==> config.mk <==
export PLATFORM = sky130hd
export DESIGN_NAME = dmem_byte_arbiter
export DESIGN_NICKNAME = d
export VERILOG_FILES = /design/src/rtl/dmem_arb_pkg.sv /design/src/rtl/dmem_byte_arbiter_rr_arb2.sv /design/src/rtl/dmem_byte_arbiter.sv
export SDC_FILE = /design/constraint.sdc
export NUM_CORES = 1
export LEC_CHECK = 0
export ABC_AREA = 0
export CORE_MARGIN = 10
export CORE_UTILIZATION = 40
export DETAILED_ROUTE_END_ITERATION = 16
export PLACE_DENSITY_LB_ADDON = 0.12
export RECOVER_POWER = 100
export SLEW_MARGIN = 25
export SYNTH_ARGS = -nofsm -noshare
export SYNTH_HDL_FRONTEND = slang
export SYNTH_SLANG_ARGS = --single-unit
export TNS_END_PERCENT = 100
==> constraint.sdc <==
create_clock -name clk_i -period 7.55 [get_ports clk_i]
set_clock_uncertainty 0.1 [all_clocks]
set_input_delay 1.51 -clock clk_i [delete_from_list [all_inputs] [get_ports clk_i]]
set_output_delay 1.51 -clock clk_i [all_outputs]
set_load 0.005 [all_outputs]
==> src/rtl/dmem_arb_pkg.sv <==
// Shared types for the byte-serialising data-memory arbiter.
// State encoding, size codes and the latched request bundle.
package dmem_arb_pkg;

    typedef enum logic [1:0] {
        IDLE    = 2'd0,
        XFER    = 2'd1,
        RD_LAST = 2'd2,
        DONE    = 2'd3
    } state_e;

    localparam logic [1:0] SZ_B = 2'b00;
    localparam logic [1:0] SZ_H = 2'b01;
    localparam logic [1:0] SZ_W = 2'b10;

    typedef struct packed {
        logic        we;
        logic [1:0]  last_idx;
        logic [31:0] wdata;
    } xact_t;

    function automatic logic [2:0] size_to_nbytes(input logic [1:0] size);
        logic [2:0] nb;
        case (size)
            SZ_B:    nb = 3'd1;
            SZ_H:    nb = 3'd2;
            default: nb = 3'd4;
        endcase
        return nb;
    endfunction

endpackage

==> src/rtl/dmem_byte_arbiter_rr_arb2.sv <==
// Two-way picker: round-robin on the last owner, or fixed priority
// to port 0 when RR_EN is clear.
module rr_arb2 #(
    parameter bit RR_EN = 1'b1
) (
    input  logic clk_i,
    input  logic rst_i,
    input  logic req0,
    input  logic req1,
    input  logic upd,
    input  logic upd_id,
    output logic valid,
    output logic pick
);

    logic last;

    // last resets to 1 so port 0 wins the first contended round
    always_ff @(posedge clk_i) begin
        if (rst_i)
            last <= 1'b1;
        else if (upd)
            last <= upd_id;
    end

    always_comb begin
        valid = req0 | req1;
        pick  = req1;
        if (req0 && req1)
            pick = RR_EN ? ~last : 1'b0;
    end

endmodule

==> src/rtl/dmem_byte_arbiter.sv <==
// Shares a byte-wide memory port between CPU (port 0) and loader (port 1),
// splitting each access into little-endian byte cycles.
module dmem_byte_arbiter
    import dmem_arb_pkg::*;
#(
    parameter int ADDR_W = 32,
    parameter bit RR_EN  = 1'b1
) (
    input  logic              clk_i,
    input  logic              rst_i,
    input  logic              r0_req_i,
    input  logic              r0_we_i,
    input  logic [1:0]        r0_size_i,
    input  logic [ADDR_W-1:0] r0_addr_i,
    input  logic [31:0]       r0_wdata_i,
    output logic              r0_done_o,
    input  logic              r1_req_i,
    input  logic              r1_we_i,
    input  logic [1:0]        r1_size_i,
    input  logic [ADDR_W-1:0] r1_addr_i,
    input  logic [31:0]       r1_wdata_i,
    output logic              r1_done_o,
    output logic [31:0]       rdata_o,
    output logic              busy_o,
    output logic              grant_o,
    output logic              mem_en_o,
    output logic              mem_we_o,
    output logic [ADDR_W-1:0] mem_addr_o,
    output logic [7:0]        mem_wdata_o,
    input  logic [7:0]        mem_rdata_i
);

    state_e            state;
    xact_t             lat;
    logic [ADDR_W-1:0] addr_q;
    logic [1:0]        cnt;
    logic              owner;
    logic [31:0]       rdata_q;

    logic              arb_valid;
    logic              arb_pick;
    logic              sel_we;
    logic [1:0]        sel_size;
    logic [ADDR_W-1:0] sel_addr;
    logic [31:0]       sel_wdata;
    logic [2:0]        sel_nb;
    logic              in_xfer;
    logic              last_byte;
    logic [1:0]        cap_lane;
    logic [31:0]       rdata_nx;

    rr_arb2 #(.RR_EN(RR_EN)) u_arb (
        .clk_i  (clk_i),
        .rst_i  (rst_i),
        .req0   (r0_req_i),
        .req1   (r1_req_i),
        .upd    (state == DONE),
        .upd_id (owner),
        .valid  (arb_valid),
        .pick   (arb_pick)
    );

    always_comb begin
        sel_we    = arb_pick ? r1_we_i    : r0_we_i;
        sel_size  = arb_pick ? r1_size_i  : r0_size_i;
        sel_addr  = arb_pick ? r1_addr_i  : r0_addr_i;
        sel_wdata = arb_pick ? r1_wdata_i : r0_wdata_i;
        sel_nb    = size_to_nbytes(sel_size);
    end

    assign in_xfer   = (state == XFER);
    assign last_byte = (cnt == lat.last_idx);

    // Read bytes arrive one cycle late; the first capture clears
    // stale upper lanes so narrow loads come back zero-extended.
    always_comb begin
        cap_lane = (state == RD_LAST) ? lat.last_idx : cnt - 2'd1;
        rdata_nx = rdata_q;
        if (cap_lane == 2'd0)
            rdata_nx = '0;
        rdata_nx[{cap_lane, 3'b000} +: 8] = mem_rdata_i;
    end

    always_ff @(posedge clk_i) begin
        if (rst_i) begin
            state   <= IDLE;
            lat     <= '0;
            addr_q  <= '0;
            cnt     <= '0;
            owner   <= 1'b0;
            rdata_q <= '0;
        end else begin
            unique case (state)
                IDLE: begin
                    if (arb_valid) begin
                        owner        <= arb_pick;
                        lat.we       <= sel_we;
                        lat.last_idx <= 2'(sel_nb - 3'd1);
                        lat.wdata    <= sel_wdata;
                        addr_q       <= sel_addr;
                        cnt          <= '0;
                        state        <= XFER;
                    end
                end
                XFER: begin
                    cnt <= cnt + 2'd1;
                    if (!lat.we && cnt != 2'd0)
                        rdata_q <= rdata_nx;
                    if (last_byte)
                        state <= lat.we ? DONE : RD_LAST;
                end
                RD_LAST: begin
                    rdata_q <= rdata_nx;
                    state   <= DONE;
                end
                DONE: begin
                    state <= IDLE;
                end
            endcase
        end
    end

    assign busy_o      = (state != IDLE);
    assign grant_o     = owner;
    assign r0_done_o   = (state == DONE) && !owner;
    assign r1_done_o   = (state == DONE) && owner;
    assign rdata_o     = rdata_q;
    assign mem_en_o    = in_xfer;
    assign mem_we_o    = in_xfer && lat.we;
    assign mem_addr_o  = in_xfer ? addr_q + ADDR_W'(cnt) : '0;
    assign mem_wdata_o = in_xfer ? lat.wdata[{cnt, 3'b000} +: 8] : '0;

endmodule

==> qor.yml <==
outcome:
  status: "complete, but fails checks"
  violations: "capacitance limit, slew limit"
yosys:
  synth_seq_cells: 105
  synth.area.top_cells: "dfxtp_1 37%, mux2i_1 12%, a211oi_1 8.7%"
  syn_nets: 813
  syn_area_per_cell_um2: 8.701
  synth_warnings: 0
  synth_edf_count: 0
  synth_area_mm2: 0.005690
  yosysTopAreaCell: "dfxtp_1"
  synth_cells: 654
  ys_types: 48
  ys_async_sr_fraction: 0
  seq_area_frac_synth: 0.3694
  yosys_most_used_dff: "dfxtp_1"
  yosys.area.top_type_share: 0.3694
clock_tree:
  post_cts_buffers: 0
  cts_buffers: 9
  cts_buffer_depth: 2
  cts_max_level: 3
  clock_latency_ns: 0.36
  cts_root_buf: "clkbuf_16"
  cts_sinks: 105
  cts_tree: "built"
  cts.repair.resized: 0
  clk_pin_slew_ns: 0.08
  hold_buffers: 0
floorplanning:
  dieArea_mm2: 0.01940
  dieWidth_um: 139.3
  core.rowCount: 43
  start_util: 0.4084
  core_mm2: 0.01393
  ioPinCount: 224
  die_y_um: 139.3
finish:
  final_cell_mix: "158 x clkdlybuf4s50_1, 105 x dfxtp_1, 79 x nor2_1"
  diodes: 0
  fin_area_mm2: 0.008287
  num-nets-final: 1003
  drive_gt1_frac: 0.04240
  syn_to_final_growth_pct: 45.62
  fin_util: 0.5947
  final_common_cell: "clkdlybuf4s50_1"
detailed_routing:
  dr.pass1.iters: 4
  ant_nets: 0
  avgRoutedWirePerCell_um: 17.21
  via_per_inst: 5.176
  drc_errors: 0
  vias: 5326
  routed_wl_um: 17710
  drt-initial-drc-count: 351
timing:
  holdWs_ns: 0.3516
  setup_viol: 0
  tns_ns: 0
  layout_min_cycle_time_ns: 5.641
  rsz0062_at_grt: "no"
  worst_pin_slew_ns: 4.597
  slew_headroom: -2.065
  hold_violations: 0
  fin_crit_sh: 0.7472
  slew_viol_final: 156
  fmax_mhz: 177.3
worst_hold_path:
  holdCritPathClass: "reg2reg"
global_routing:
  grt_usage: 0.1742
  grt_overflow_total: 0
  grt_pass1_wl_um: 28120
  grt_max_degree: 127
  antenna_found_initial: 0
  first_global_vias: 5343
pwr:
  p_leak_uw: 0.003152
  ir_drop_mv: 0.2295
  powerDensity_mw_per_mm2: 267.8
setup_path:
  cp.arrival_ns: 4.03
  crit_path_max_fanout: 13
  worstPathRequired_ns: 5.94
  criticalPathCategory: "reg2out"
  worst_setup_path_start_kind: "register"
  cp-end-kind: "output pin"
flow_run:
  cap_violations: 2
place:
  portBuffers: 223
  dpl_cell_area_mm2: 0.007986
  gp_congestion: 0.8408
  dp_hpwl_um: 13580
==> flip-flops by register name, summed over array words and instances, names as in the netlist <==
name / flops
lat: 35
cnt: 2
rdata_o: 32
u_arb.last: 1
grant_o: 1
state: 2
addr_q: 32
==> cell families after synthesis <==
kind of cell,after synthesis,share of synthesized area
AND/OR/NAND/NOR,251,0.2212
multiplexers,75,0.1497
XOR/XNOR,26,0.04002
buffers and inverters,57,0.04178
flip-flops,105,0.3694
AO/OA/AOI/OAI,127,0.1480
adder cells (fa/ha/maj),13,0.02990
==> final timing paths <==
check                   from              to  slack (ns)  cells past startpoint
setup / recovery      cnt[0]  mem_addr_o[28]        1.91                      8
setup reg to reg      cnt[0]     rdata_o[17]        4.22                      8
hold / removal    rdata_o[2]      rdata_o[2]        0.35                      2
hold reg to reg   rdata_o[2]      rdata_o[2]        0.35                      2
==> cells in the mapped netlist (4+ instances only) <==
| master | n |
|---|---|
| mux4_2 | 8 |
| nand4_1 | 9 |
| buf_2 | 9 |
| nor2_1 | 80 |
| nand2_1 | 49 |
| buf_1 | 6 |
| xor2_1 | 5 |
| ha_1 | 12 |
| xnor2_1 | 21 |
| dfxtp_1 | 105 |
| inv_1 | 10 |
| a211oi_1 | 66 |
| or3_1 | 4 |
| mux2i_1 | 66 |
| a21oi_1 | 37 |
| and3_1 | 6 |
| nand3_1 | 45 |
| clkbuf_1 | 28 |
| o21ai_0 | 9 |
| and2_1 | 38 |
==> where the power goes <==
part	total [µW]	switching [µW]	leakage (µW)	internal [µW]
Clock	499	232	0.000153	267
Sequential	819	129	0.000864	690
Combinational	901	471	0.00214	430
==> metrics by stage <==
step           cells  worst slack, ns  total power, µW
4_1_cts         1029            2.362             2256
3_5_place_dp    1013            2.764             1752
6_report        1029            1.909             2219
5_1_grt         1029            1.556             2387
2_1_floorplan    654            4.213             1397
3_3_place_gp    1013            2.777             1719
==> metal layers <==
layer | share of wire | track usage
met1 | 0.43 | 0.2080
met2 | 0.50 | 0.2971
met3 | 0.063 | 0.05546
met4 | 0.0097 | 0.04009
met5 | 0 | 0
==> layout make-up <==
class	count	area, µm²
tap	180	225.2
clock inverter	7	93.84
sequential	105	2102
clock buffer	9	225.2
timing repair buffer	226	2248
inverter	10	37.54
multi-input combinational	492	3354
fill	1237	5648
==> critical path, cell delays in order, from the launching register on <==
cell	delay (ns)
dfxtp_1	0.82
ha_1	0.32
fa_1	0.27
nand4_1	0.11
nor4_1	1.01
nand4_1	0.24
xnor2_1	0.19
and2_1	0.15
dlygate4sd3_1	0.59
Note: power is estimated with default switching activity, not from simulation.
